`config.mk`:
```
export PLATFORM = sky130hd
export DESIGN_NAME = telemetry_buffer
export DESIGN_NICKNAME = d
export VERILOG_FILES = /design/src/rtl/telemetry_pkg.sv /design/src/rtl/telemetry_fifo.sv /design/src/rtl/telemetry_buffer.sv
export SDC_FILE = /design/constraint.sdc
export NUM_CORES = 1
export LEC_CHECK = 0
export CAP_MARGIN = 20
export CORE_UTILIZATION = 45
export CTS_CLUSTER_SIZE = 16
export DETAILED_ROUTE_END_ITERATION = 12
export PLACE_DENSITY_LB_ADDON = 0.08
export SETUP_SLACK_MARGIN = 0.15
export SLEW_MARGIN = 40
export SYNTH_ARGS = -nofsm -noshare
export SYNTH_HDL_FRONTEND = slang
export SYNTH_HIERARCHICAL = 1
export SYNTH_SLANG_ARGS = --single-unit
```
`constraint.sdc`:
```
create_clock -name clk -period 5.3 [get_ports clk]
set_clock_uncertainty 0.15 [all_clocks]
set_input_delay 1.59 -clock clk [delete_from_list [all_inputs] [get_ports clk]]
set_output_delay 1.59 -clock clk [all_outputs]
set_load 0.1 [all_outputs]
```
`src/rtl/telemetry_pkg.sv`:
```
// Shared constants for the telemetry frame buffer: parameter defaults,
// channel index names and the sequence tag width.
package telemetry_pkg;

  localparam int DEF_WIDTH    = 8;
  localparam int DEF_CHANNELS = 4;
  localparam int DEF_DEPTH    = 8;

  localparam int CH_X = 0;
  localparam int CH_Y = 1;
  localparam int CH_Z = 2;
  localparam int CH_T = 3;

  localparam int SEQ_W = 8;

endpackage

```
`src/rtl/telemetry_fifo.sv`:
```
// First-word-fall-through frame FIFO: the head entry is visible on dout
// whenever count is non-zero; a push while full is accepted only with a pop.
module telemetry_fifo #(
  parameter int DW    = 40,
  parameter int DEPTH = 8
) (
  input  logic                   clk,
  input  logic                   rst,
  input  logic                   push,
  input  logic                   pop,
  input  logic [DW-1:0]          din,
  output logic [DW-1:0]          dout,
  output logic [$clog2(DEPTH):0] count,
  output logic                   full,
  output logic                   empty
);
  localparam int AW = $clog2(DEPTH);
  localparam logic [AW:0]   FULL_CNT = DEPTH[AW:0];
  localparam logic [AW:0]   CNT_ONE  = (AW+1)'(1'b1);
  localparam logic [AW-1:0] PTR_ONE  = AW'(1'b1);

  logic [DW-1:0] mem_q [DEPTH];
  logic [AW-1:0] wptr_q, wptr_d, rptr_q, rptr_d;
  logic [AW:0]   count_q, count_d;
  logic          do_push_s, do_pop_s;

  assign empty     = (count_q == '0);
  assign full      = (count_q == FULL_CNT);
  assign do_pop_s  = pop && !empty;
  assign do_push_s = push && (!full || do_pop_s);
  assign dout      = mem_q[rptr_q];
  assign count     = count_q;

  // Pointer and occupancy next state; pointers wrap naturally at DEPTH
  always_comb begin
    wptr_d  = wptr_q;
    rptr_d  = rptr_q;
    count_d = count_q;
    if (do_push_s) wptr_d = wptr_q + PTR_ONE;
    else           wptr_d = wptr_q;
    if (do_pop_s)  rptr_d = rptr_q + PTR_ONE;
    else           rptr_d = rptr_q;
    case ({do_push_s, do_pop_s})
      2'b10:   count_d = count_q + CNT_ONE;
      2'b01:   count_d = count_q - CNT_ONE;
      default: count_d = count_q;
    endcase
  end

  // Control state register
  always_ff @(posedge clk or negedge rst) begin
    if (!rst) begin
      wptr_q  <= '0;
      rptr_q  <= '0;
      count_q <= '0;
    end else begin
      wptr_q  <= wptr_d;
      rptr_q  <= rptr_d;
      count_q <= count_d;
    end
  end

  // Frame storage, no reset needed since count gates visibility
  always_ff @(posedge clk) begin
    if (do_push_s) mem_q[wptr_q] <= din;
  end

endmodule

```
`src/rtl/telemetry_buffer.sv`:
```
// Telemetry channel register bank with sequence-tagged frame snapshots
// pushed into a FWFT FIFO; sticky overflow flags dropped frames.
module telemetry_buffer
  import telemetry_pkg::*;
#(
  parameter int WIDTH    = DEF_WIDTH,
  parameter int CHANNELS = DEF_CHANNELS,
  parameter int DEPTH    = DEF_DEPTH
) (
  input  logic                        clk,
  input  logic                        rst,
  input  logic                        wr_en,
  input  logic [$clog2(CHANNELS)-1:0] wr_sel,
  input  logic [WIDTH-1:0]            wr_data,
  input  logic                        commit,
  output logic                        out_valid,
  input  logic                        out_ready,
  output logic [CHANNELS*WIDTH-1:0]   out_frame,
  output logic [7:0]                  out_seq,
  output logic [$clog2(DEPTH):0]      count,
  output logic                        overflow,
  input  logic                        clr_ovf
);
  localparam int FW = CHANNELS * WIDTH;
  localparam int DW = FW + SEQ_W;

  logic [FW-1:0]    chan_q, chan_d;
  logic [SEQ_W-1:0] seq_q, seq_d;
  logic             ovf_q, ovf_d;
  logic             fifo_full_s, fifo_empty_s, pop_s, drop_s;
  logic [DW-1:0]    fifo_dout_s;

  assign pop_s  = out_ready && !fifo_empty_s;
  assign drop_s = commit && fifo_full_s && !pop_s;

  // chan_d doubles as the commit snapshot, so a same-cycle write is captured
  always_comb begin
    chan_d = chan_q;
    for (int k = 0; k < CHANNELS; k++) begin
      if (wr_en && (int'(wr_sel) == k)) chan_d[k*WIDTH +: WIDTH] = wr_data;
      else                              chan_d[k*WIDTH +: WIDTH] = chan_q[k*WIDTH +: WIDTH];
    end
  end

  // Sequence counter and overflow next state; a drop wins over clear
  always_comb begin
    seq_d = seq_q;
    ovf_d = ovf_q;
    if (commit) seq_d = seq_q + 8'd1;
    else        seq_d = seq_q;
    if (drop_s)       ovf_d = 1'b1;
    else if (clr_ovf) ovf_d = 1'b0;
    else              ovf_d = ovf_q;
  end

  // Channel bank, sequence and overflow registers
  always_ff @(posedge clk or negedge rst) begin
    if (!rst) begin
      chan_q <= '0;
      seq_q  <= '0;
      ovf_q  <= 1'b0;
    end else begin
      chan_q <= chan_d;
      seq_q  <= seq_d;
      ovf_q  <= ovf_d;
    end
  end

  telemetry_fifo #(
    .DW    (DW),
    .DEPTH (DEPTH)
  ) u_fifo (
    .clk   (clk),
    .rst   (rst),
    .push  (commit),
    .pop   (out_ready),
    .din   ({seq_q, chan_d}),
    .dout  (fifo_dout_s),
    .count (count),
    .full  (fifo_full_s),
    .empty (fifo_empty_s)
  );

  assign out_valid = !fifo_empty_s;
  assign out_frame = fifo_dout_s[FW-1:0];
  assign out_seq   = fifo_dout_s[DW-1 -: SEQ_W];
  assign overflow  = ovf_q;

endmodule

```
# Yosys cells after proc, flatten, opt, wreduce, memory -nomap -nowiden
# Memory sizes are Yosys's and may differ from the RTL's.
# Cells that the tools add are included.
[classes]
addsub = 5
eq_ne = 6
muxes = 9
n_reduce_logical = 16
[op_table]
columns = ["op", "count"]
rows = [
  ["$mux 8", 4],
  ["$add 8x1->8 const B", 1],
  ["$logic_and 1x1->1", 8],
  ["$pmux 4 s2", 1],
  ["$add 3x1->3 const B", 2],
  ["$eq 2x2->1 const B", 3],
  ["$add 4x1->4 const B", 1],
  ["$eq 2x1->1 const B", 2],
  ["$eq 4x4->1 const B", 1],
  ["$logic_not 4->1", 1],
  ["$mux 1", 4],
  ["$reduce_bool 2->1", 2],
  ["$sub 4x1->4 const B", 1],
  ["$logic_not 1->1", 3],
  ["$logic_not 2->1", 1],
  ["$logic_or 1x1->1", 1],
]
[totals]
regBits = 51
ram_bits = 320
input_bits = 16
output_inout_bits = 46
word_cells = 43
memories = 1
[mem_list]
columns = ["name", "depth", "word_bits", "rd", "rd_ports_with_merged_regs", "write_ports", "line", "rtl"]
rows = [
  ["u_fifo.mem_q", 8, 40, 1, 0, 1, "telemetry_fifo.sv:22", "logic [DW-1:0] mem_q [DEPTH];"],
]

# Logic depth before layout (Yosys ltp)
[depth]
word_depth = 7
ltp_mapped = 10
depth_no_buf = 9

# Cells and area by module
# Netlist, hierarchy kept.
[modules_own_cells]
columns = ["module", "instances", "cells_each", "area_each_um2", "seq_area_each_um2"]
rows = [
  ["telemetry_fifo", 1, 529, 12978.7, 9859.5],
  ["telemetry_buffer", 1, 99, 1589.0, 1026.0],
]

# Worst setup path before layout
# No wires, ideal clock.
[synth_path]
path_kind = "input -> register"
start = "in out_ready"
end = "mem u_fifo.mem_q[0][0], enable pin"
setup_time_ps = 487
arrival_ps = 4714
t_required_ps = 4663
slack_ps = -51
stages = 4
n_path_buf = 0
cell_sequence = "nand2b_1 > o21a_4 > nand2b_1 > nor3_1"
[synth_via]
elab_chain_cells = 5
[synth_lines]
columns = ["item", "line", "rtl"]
rows = [
  ["start, declared", "telemetry_buffer.sv:17", "input logic out_ready,"],
  ["$logic_and 1x1->1", "telemetry_fifo.sv:29", "assign do_pop_s = pop && !empty;"],
  ["$logic_or 1x1->1", "telemetry_fifo.sv:30", "assign do_push_s = push && (!full || do_pop_s);"],
  ["$logic_and 1x1->1", "telemetry_fifo.sv:30", ""],
  ["$mux 1", "telemetry_fifo.sv:65", "if (do_push_s) mem_q[wptr_q] <= din;"],
  ["$mux 1 (not written as such)", "telemetry_fifo.sv:65", ""],
  ["end, declared", "telemetry_fifo.sv:22", ""],
]
# Every way passes these cells.

# Final worst setup path
[layout_path]
start = "reg u_fifo.rptr_q[0]"
end = "out out_frame[4]"
[layout_via]
elab_chain_cells = 1
[layout_lines]
columns = ["item", "line", "rtl"]
rows = [
  ["start, declared", "telemetry_fifo.sv:23", "logic [AW-1:0] wptr_q, wptr_d, rptr_q, rptr_d;"],
  ["start signal, assigned", "telemetry_fifo.sv:58", "rptr_q <= rptr_d;"],
  ["$mem_v2 8x40", "n/a", ""],
  ["end, declared", "telemetry_buffer.sv:18", "output logic [CHANNELS*WIDTH-1:0] out_frame,"],
]
# Every way passes these cells.

==> run summary <==
worst setup path class - flop to output port
# H-tree levels - 2
core footprint - 31700 um^2
placer congestion estimate - 0.695
Max-cap violations - 0
TritonCTS clock tree - built
worst min path class - flop to flop
1st-iter DRT viols - 468
largest net degree at the start of global routing - 55
Max FO, Critical Path - 54
Die ar. - 33100 um^2
CP max stage delay - 0.77 ns
#FFs+latches synth - 371
area grow syn2layout - 16.6%
synth warn - 6
multi-input logic area - 3550 um^2
Die Span X - 182 um
Synth cell types - 38
Clk pin slew, worst setup/hold paths - 0.06 ns
ranking of synthesized cells by area - edfxtp_1 66%, mux4_1 14%, dfrtp_1 8.8%
final max-slew violation count - 0
# setup viols final - 0
# hold bufs at CTS - 0
Avg WL per Cell - 25.1 um
Vias per Instance - 5.62
number of hold violations in the final report - 0
ANT nets after route - 0
nets - 740
FP Rows - 65
DR vias - 6459
critical path cell sequence - buf_12 -> mux4_1 -> mux2_2 -> buf_4
global route overflow - 0
outcome - complete, no violations
TritonCTS buffer count - 38
Boundary Pins - 62
Port Buffer Count - 61
most common cell in the netlist - edfxtp_1
Min Hold Slack - 0.375 ns
worst endpoint data arrival time - 2.95 ns
buffer levels on the longest clock path - 3
# resized after CTS - 0
cells after synthesis - 628
Initial DRT Pass Iterations - 4
top cell type by total area after synthesis - edfxtp_1
drt drc - 0
WP data required - 3.56 ns
setup TNS - 0 ns
Detailed Place HPWL - 15000 um
vias in the first global route - 6818
Die Y - 182 um
asr flop ratio synth - 0.137
CTS root buffer - clkbuf_16
gr usage total - 0.181
Post-CTS Setup Bufs - 0
Top FF cell, synth - edfxtp_1
layout cell share with drive strength beyond 1 - 0.295
Worst-Margin Slew - 0.744 ns
slowest CP cell - dfrtp_4
initial antenna violation count - 0
Tcrit/Tclk final - 0.885
Post-Syn Area - 14600 um^2
Core Util, Final - 0.536
CTS Sinks - 371
Max-Slew Margin vs Limit - 0.504
sequential share of the synthesized area - 0.747
post-route minimum period - 4.69 ns
# fillers - 2432
post-synth top area share - 0.660
n_diodes - 0
critical path startpoint category - flop
Commonest cells post-synth - 320 x edfxtp_1, 79 x mux4_1, 75 x mux2_2
DRT Wirelength - 28800 um
CP Capture Type - output port
Mapped Avg Cell Area - 23.2 um^2
Storage cell area - 10900 um^2
Post-synth EDFFs - 320
Initial Util - 0.459
syn nets - 650
clk_lat worst skew - 0.51 ns
f_max - 213 MHz
unrepaired setup endpoints after global routing - no
first-pass GRT wire length - 43000 um
area by class of cell:
cell class                      instances  share of cell area
Clock buffer                           50              0.0647
Clock inverter                         20              0.0135
Timing Repair Buffer                   74              0.0402
Multi-Input combinational cell        225               0.209
Tap cell                              402              0.0296
Inverter                                8             0.00177
Sequential cell                       371               0.641
path summary, 6_finish.rpt:
check	start	endpoint	slack (ns)	cells after the start
max	u_fifo/rptr_q[0]	out_frame[4]	0.61	4
max in group asynchronous	rst	chan_q[7]	3.35	2
min in group asynchronous	rst	chan_q[1]	0.91	1
max reg2reg	u_fifo/count[1]	u_fifo/count[3]	2.40	9
min reg2reg	u_fifo/wptr_q[0]	u_fifo/wptr_q[0]	0.38	1
min	u_fifo/wptr_q[0]	u_fifo/wptr_q[0]	0.38	1
state kept, by name, summed over array words and instances (netlist names):
name	count
u_fifo/mem_q	320
chan_q	32
seq_q	8
u_fifo/count	4
u_fifo/rptr_q	3
u_fifo/wptr_q	3
overflow	1
worst max-delay path: cells and delay by family, from the launching register on:
kind,cells,cell delay (ns)
multiplexers,2,0.96
flip-flops,1,0.77
buffers and inverters,2,0.66
layer usage:
layer	wire length, um	track usage	vias up
met5	0	0	-
met4	392	0.0457	0
li1	-	-	2838
met2	14300	0.302	149
met1	12800	0.249	3441
met3	1360	0.0301	31
metrics by stage:
stage | cell area (um^2) | worst slack [ns] | cells
5_1_grt | 17000 | 0.514 | 1150
2_1_floorplan | 14600 | 1.03 | 628
3_5_place_dp | 15700 | 1.12 | 1080
4_1_cts | 17000 | 0.563 | 1150
6_report | 17000 | 0.609 | 1150
3_3_place_gp | 15700 | 0.910 | 1080
cells in the final DEF (no fill, tap or decap), drive strengths merged, types with 2 or more instances in the layout:
master         Yosys  routed
buf               19      60
bufinv             0       5
clkbuf             5      50
clkdlybuf4s50      0      14
clkinv             0      14
dfrtp             51      51
edfxtp           320     320
ha                 5       5
inv                8       8
mux2              77      77
mux2i              2       2
mux4              80      80
nand2              6       6
nand2b             4       4
nand3              5       5
nand3b             3       3
nor2              10      10
nor3               2       2
o21ai              2       2
or2                2       2
or3                2       2
xnor2              8       8
xor2               6       6
cell families (layout without fill, tap and decap cells):
kind of cell    after synthesis  count (layout)  synth area share
flops                       371             371             0.747
xor+xnor                     14              14           0.00842
simple gates                 38              38            0.0151
compound gates                8               8           0.00515
buf+inv                      32             152            0.0135
mux                         159             159             0.205
fa+ha+maj                     6               6           0.00567
Power is not shown: default switching activity piles up to over one toggle a cycle in this logic, so the estimate is an artifact.
